$ cat src/rtl/pc_sequencer.sv
// Program counter with relative branch, absolute jump and a call/return stack; one action per cycle.
// Latency: controls sampled at posedge, effect on addr/depth next cycle; no backpressure, halt freezes state.
module pc_sequencer #(
    parameter int PC_W        = 8,
    parameter int STACK_DEPTH = 4
) (
    input  logic                               clk,
    input  logic                               reset,
    input  logic                               halt,
    input  logic                               branch,
    input  logic [PC_W-1:0]                    offset,
    input  logic                               jump,
    input  logic                               call,
    input  logic                               ret,
    input  logic [PC_W-1:0]                    target,
    output logic [PC_W-1:0]                    addr,
    output logic [$clog2(STACK_DEPTH+1)-1:0]   depth,
    output logic                               fault,
    output logic                               fault_ovf
);
    localparam int PTR_W = $clog2(STACK_DEPTH + 1);

    typedef enum logic {
        S_RUN,
        S_FAULT
    } state_t;

    state_t             state_q, state_d;
    logic [PC_W-1:0]    pc_q, pc_d;
    logic [PTR_W-1:0]   depth_q, depth_d;
    logic               ovf_q, ovf_d;
    logic [PC_W-1:0]    stack_q [STACK_DEPTH];
    logic [PC_W-1:0]    stack_d [STACK_DEPTH];
    logic [PC_W-1:0]    top_val;
    logic [PC_W-1:0]    pc_inc;

    assign pc_inc = pc_q + PC_W'(1);

    // Select stack[depth-1] without a variable index that could run past the array.
    always_comb begin
        top_val = '0;
        for (int i = 0; i < STACK_DEPTH; i++) begin
            if (PTR_W'(i + 1) == depth_q) begin
                top_val = stack_q[i];
            end
        end
    end

    always_comb begin
        state_d = state_q;
        pc_d    = pc_q;
        depth_d = depth_q;
        ovf_d   = ovf_q;
        stack_d = stack_q;
        if (state_q == S_RUN && !halt) begin
            if (ret) begin
                if (depth_q == '0) begin
                    state_d = S_FAULT;
                    ovf_d   = 1'b0;
                end else begin
                    pc_d    = top_val;
                    depth_d = depth_q - PTR_W'(1);
                end
            end else if (call) begin
                if (depth_q == PTR_W'(STACK_DEPTH)) begin
                    state_d = S_FAULT;
                    ovf_d   = 1'b1;
                end else begin
                    for (int i = 0; i < STACK_DEPTH; i++) begin
                        if (PTR_W'(i) == depth_q) begin
                            stack_d[i] = pc_inc;
                        end
                    end
                    depth_d = depth_q + PTR_W'(1);
                    pc_d    = target;
                end
            end else if (jump) begin
                pc_d = target;
            end else if (branch) begin
                // Modulo-2^PC_W add of a two's-complement offset is the sign-extended add.
                pc_d = pc_q + offset;
            end else begin
                pc_d = pc_inc;
            end
        end
    end

    always_ff @(posedge clk) begin
        stack_q <= stack_d;
        if (!reset) begin
            state_q <= S_RUN;
            pc_q    <= '0;
            depth_q <= '0;
            ovf_q   <= 1'b0;
        end else begin
            state_q <= state_d;
            pc_q    <= pc_d;
            depth_q <= depth_d;
            ovf_q   <= ovf_d;
        end
    end

    assign addr      = pc_q;
    assign depth     = depth_q;
    assign fault     = (state_q == S_FAULT);
    assign fault_ovf = ovf_q;

endmodule

$ cat config.mk
export PLATFORM = sky130hd
export DESIGN_NAME = pc_sequencer
export DESIGN_NICKNAME = d
export VERILOG_FILES = /design/src/rtl/pc_sequencer.sv
export SDC_FILE = /design/constraint.sdc
export NUM_CORES = 1
export LEC_CHECK = 0
export ABC_CLOCK_PERIOD_IN_PS = 2800
export CAP_MARGIN = 40
export CORE_MARGIN = 2
export CORE_UTILIZATION = 45
export CTS_CLUSTER_SIZE = 10
export DETAILED_ROUTE_END_ITERATION = 10
export PLACE_DENSITY = 0.74
export REMOVE_ABC_BUFFERS = 1
export SYNTH_ARGS = -nofsm -noshare
export SYNTH_HDL_FRONTEND = slang
export SYNTH_SLANG_ARGS = --single-unit
$ cat constraint.sdc
create_clock -name clk -period 2.8 [get_ports clk]
set_input_delay 0.84 -clock clk [delete_from_list [all_inputs] [get_ports clk]]
set_output_delay 0.84 -clock clk [all_outputs]
set_load 0.03 [all_outputs]
Yosys cells after proc, flatten, opt, wreduce, memory -nomap -nowiden --
Cells that the tools add are included. Widths: inputs -> output; s select.
Word-level totals: output and inout port bits 13, input port bits 23, memory bits (writable) 0, logic and storage cells 56, ROM bits 0, memories 0, register bits 45, bits in latches 0
Operators by class: eq/ne operators 9, magnitude comparators 0, multiply operators 0, shift-type cells 0, reduce and logical (&&, ||, !) cells 12, bitwise operators 3, mux-type cells 20, div/mod/pow operators 0, add/subtract/negate cells 4
Operators with widths (number):
- $mux 8 | 10
- $reduce_and 5->1 | 4
- $mux 3 | 4
- $add 8x1->8 const B | 1
- $add 8x8->8 | 1
- $reduce_and 4->1 | 2
- $eq 2x3->1 const A | 2
- $mux 1 | 6
- $ne 2x2->1 const B | 2
- $reduce_bool 2->1 | 2
- $add 3x1->3 const B | 1
- $eq 1x3->1 const A | 1
- $eq 3x3->1 const A | 1
- $eq 3x3->1 const B | 1
- $logic_not 3->1 | 1
- $ne 3x3->1 const B | 1
- $not 1->1 | 3
- $reduce_and 3->1 | 1
- $sub 3x1->3 const B | 1
- $ne 2x1->1 const B | 1
- $logic_and 1x1->1 | 1
- $logic_not 1->1 | 1

Depth between registers and ports, before layout --
Gate-level depths: netlist of run 1.
depth in word-level cells 7, gate-level depth with buffers 9, depth with buffers taken out 8

Worst setup path after synthesis of run 1 --
OpenSTA, ideal clock, no wires.
path type reg2reg, start register depth_q[0] (netlist: depth[0]), end register stack_q[0] in the netlist's numbering (enable), data required time 2405 ps, buffers on the path 2, setup time 395 ps, period minus slack after synthesis 2686 ps, slack 114 ps, arrival 2291 ps, cell stages (with the launch flop) 7, cell sequence dfxtp_1 inv_1 ha_1 buf_2 and2_1 clkbuf_1 nor4bb_1
On the way: cells in the longest elaborated chain, start to end 3, elaborated cells on any way between the ends 4, classes of those cells 2 x eq/ne; 1 x bitwise; 1 x reduce/logical
Ends and longest elaborated chain:
- from (decl) | line 30 | logic [PTR_W-1:0] depth_q, depth_d;
- from (signal assigned) | line 98 | depth_q <= depth_d;
- $eq 3x3->1 | line 65 | if (depth_q == PTR_W'(STACK_DEPTH)) begin
- $not 1->1 (no line)
- $reduce_and 5->1 (no line) (*)
- to (signal assigned) | line 89 | stack_q <= stack_d;
- to (decl) | line 32 | logic [PC_W-1:0] stack_q [STACK_DEPTH];
Mark *: on every way between the ends. The rest lies on a longest branch, timed or not. A chain may end at the register's enable or synchronous reset.

Final worst setup path of run 1 --
start input offset[0], end register pc_q[6] (netlist: addr[6])
On the way: cells in the longest elaborated chain, start to end 5
Ends and longest elaborated chain:
- from (decl) | line 11 | input logic [PC_W-1:0] offset,
- $add 8x8->8 | line 81 | pc_d = pc_q + offset;
- $mux 8 | line 79 | end else if (branch) begin
- $mux 8 | line 77 | end else if (jump) begin
- $mux 8 | line 64 | end else if (call) begin
- $mux 8 | line 56 | if (ret) begin
- to (signal assigned) | line 97 | pc_q <= pc_d;
- to (decl) | line 29 | logic [PC_W-1:0] pc_q, pc_d;
No other way between the ends.

==> reports/results.ini, run 1 <==
[global_route]
grt_max_degree=15
grt_pass1_vias=2034
grt_pass1_wl_um=10140
antenna_found_initial=0
grt.overflow.total=0
grtUsageTotal=0.2131

[routing]
drc=0
ant_nets=0
detail_route.iter0.violations=113
drtPass1Iterations=4
wirelength_um=6346
vias=2105
routedWlPerCell_um=17.34
drt-vias-per-instance=5.751

[sta]
rsz0062_at_grt=no
worstMarginPinSlew_ps=499.0
post-route-min-period_ps=2602
setup_viol=0
clock.fmax_ghz=0.3843
slew-limit-headroom=0.6667
final.period_utilization=0.9294
worst_slack_ps=197.6
fin_skew_ps=5.303
hold_viol_final=0
slew_viol_final=0

[floorplanning]
start_util=0.4651
io_pins=36
fp-row-count=27
core_area_mm2=0.005507
die_area_mm2=0.006311
die_h_um=79.44
die_x_um=79.44

[clock_tree]
root_buffer=clkbuf_8
clock-sinks=45
post_cts_resized=0
ctsLongestPathBuffers=2
cts_hold_repair.buffers=0
cts.reportedPaths.clkPinSlew_ps=80
cts_tree=done
clk_latency_ps=300
post_cts.repair.setup_buffers=0
htree_levels=2
cts_buffers=5

[setup_path]
critPathRequiredTime_ps=3010
arrival_ps=2810
cp_slowest_cell=clkdlybuf4s50_1
cp.depth=9
path_class=primary input to flip-flop
path_cells=clkdlybuf4s50_1, ha_1, inv_1, fa_1, nor2b_1, o22ai_1, o32ai_1, o32ai_1, o32ai_1
critical-path-top-delay-family=compound AO/OA/AOI/OAI gates
path_max_fanout=2
startpoint=offset[0]
rr_worst_depth=7
critPathCaptureType=flip-flop
critPathLaunchType=primary input
r2r_slack_ps=450
critical_path.most_common_cell=o32ai_1
cpPeakStageDelay_ps=470
path_buf_inv=2
r2r_start=depth[0]$_SDFFE_PN0P_
r2r_end=addr[5]$_SDFFE_PN0P_
cp-endpoint=addr[6]$_SDFFE_PN0P_

[run_status]
status=finished clean

[layout]
multi_input_comb_area_mm2=0.001246
drive_above_1_share=0.1156
fill_cells=488
syn_to_final_growth_pct=25.84
layout_commonest_cell=clkdlybuf4s50_1
mostFrequentLayoutCells=clkdlybuf4s50_1 (35), edfxtp_1 (32), nor2_1 (20)
n_antenna_cell=0
finalNetCount=331
layout.cells.non_filler=366
regArea_mm2=0.001221

[place]
gp_congestion=0.8916
io_buffers=35
detailedPlace.worstSlack_ps=-97.32
dp_cells=358
hpwlAfterDp_um=4772

[logic_synthesis]
synthDistinctLibCells=54
synthFlopType=edfxtp_1
synth_edf_count=32
synth_warnings=0
synth_seq_cells=45
syn_inst=244
ys_seq_area_frac=0.4768
async_flop_share=0
syn_area_per_cell_um2=10.50
syn-cell-area_mm2=0.002561

[power_and_ir_drop]
vdd_drop_max_uv=277.1
powerDensity_mw_per_mm2=555.9
cellLeakagePower_uw=0.001185
p_total_uw=1792

[hold_path]
holdPathStages=1
min_from=fault_ovf$_SDFFE_PN0P_
min_path_type=flip-flop to flip-flop

[run]
cap_viol_max_count=0

[Yosys cell counts, types with 3 or more instances]
| master | count | area share |
|---|---|---|
| nand2_1 | 19 | 0.028 |
| buf_2 | 3 | 0.0059 |
| clkbuf_1 | 8 | 0.012 |
| edfxtp_1 | 32 | 0.38 |
| and2_1 | 7 | 0.017 |
| nand3_1 | 4 | 0.0078 |
| inv_1 | 10 | 0.015 |
| xor2_1 | 5 | 0.017 |
| o21a_1 | 3 | 0.0088 |
| a21oi_1 | 11 | 0.021 |
| xnor2_1 | 5 | 0.017 |
| o211a_1 | 3 | 0.012 |
| a22oi_1 | 3 | 0.0088 |
| nor2b_1 | 4 | 0.0098 |
| a22o_1 | 3 | 0.010 |
| o21ai_0 | 12 | 0.023 |
| o211ai_1 | 4 | 0.012 |
| a211oi_1 | 6 | 0.018 |
| nand3b_1 | 4 | 0.012 |
| a221oi_1 | 3 | 0.010 |
| or4_1 | 3 | 0.0088 |
| o2111ai_1 | 3 | 0.010 |
| dfxtp_1 | 13 | 0.10 |
| ha_1 | 14 | 0.068 |
| nor2_1 | 20 | 0.029 |
| o32ai_1 | 5 | 0.017 |
[sequential cells by signal (all words and copies together) (netlist names)]
register / flops
fault: 1
stack_q: 32
depth: 3
fault_ovf: 1
addr: 8
[where the power goes]
part	leakage [uW]	internal, uW	switching [uW]	total [uW]
clock	0.0000518	263	229	492
combinational	0.000734	228	271	499
sequential	0.000399	758	43.6	801
total	0.00118	1250	543	1790
[worst min path at each step]
stage,endpoint,slack [ps]
4_1_cts,fault_ovf$_SDFFE_PN0P_,520
3_5_place_dp,fault_ovf$_SDFFE_PN0P_,490
5_1_grt,fault_ovf$_SDFFE_PN0P_,550
6_report,fault_ovf$_SDFFE_PN0P_,520
3_3_place_gp,fault_ovf$_SDFFE_PN0P_,480
2_1_floorplan,addr[6]$_SDFFE_PN0P_,640
[stage by stage]
stage / area (um2) / setup TNS [ps] / hold WS, ps / util
after floorplan: 2505 / 0 / 636.4 / -
after global placement: 3113 / -15.55 / 483.3 / 0.5653
after detailed placement: 3113 / -221.1 / 492.7 / 0.5653
after CTS: 3223 / 0 / 518.6 / 0.5853
after global routing: 3223 / 0 / 550.2 / 0.5853
final: 3223 / 0 / 523.6 / 0.5853
[worst reg2reg max path: cells and delay by family, from the launching register on]
| family | cells | cell delay (ps) |
|---|---|---|
| buf+inv | 1 | 120 |
| flops | 1 | 430 |
| simple gates | 1 | 320 |
| fa+ha+maj | 1 | 320 |
| compound gates | 4 | 1110 |
[area by class of cell]
| class | count | area share |
|---|---|---|
| clock buffer | 5 | 0.02135 |
| clock inverter | 3 | 0.01281 |
| inverter | 10 | 0.01165 |
| multi-input combinational | 177 | 0.3866 |
| sequential | 45 | 0.3789 |
| tap | 72 | 0.02795 |
| timing repair buffer | 54 | 0.1607 |
[kinds of logic (layout without fill, tap and decap cells)]
family          after synthesis  after routing  share of synthesized area
compound gates               78             78                     0.2262
buf+inv                      22             72                    0.03664
simple gates                 74             74                     0.1500
fa+ha+maj                    15             15                    0.07621
flops                        45             45                     0.4768
xor+xnor                     10             10                    0.03419
[metal layers]
| layer | track usage | up-vias | part of all wire |
|---|---|---|---|
| met5 | 0 | - | 0 |
| met3 | 0.02828 | 6 | 0.065 |
| li1 | - | 1030 | - |
| met2 | 0.3571 | 71 | 0.47 |
| met1 | 0.2881 | 998 | 0.45 |
| met4 | 0.06207 | 0 | 0.012 |
No activity file was read; power rests on OpenSTA's default activity.
==> inputs of run 2 (changes only) <==
--- a/config.mk
+++ b/config.mk
@@ -13,6 +13,7 @@
 export DETAILED_ROUTE_END_ITERATION = 10
 export PLACE_DENSITY = 0.74
 export REMOVE_ABC_BUFFERS = 1
+export SLEW_MARGIN = 40
 export SYNTH_ARGS = -nofsm -noshare
 export SYNTH_HDL_FRONTEND = slang
 export SYNTH_SLANG_ARGS = --single-unit
==> results of run 2 <==
No change in the layout: final DEF, timing and power equal those of run 1.
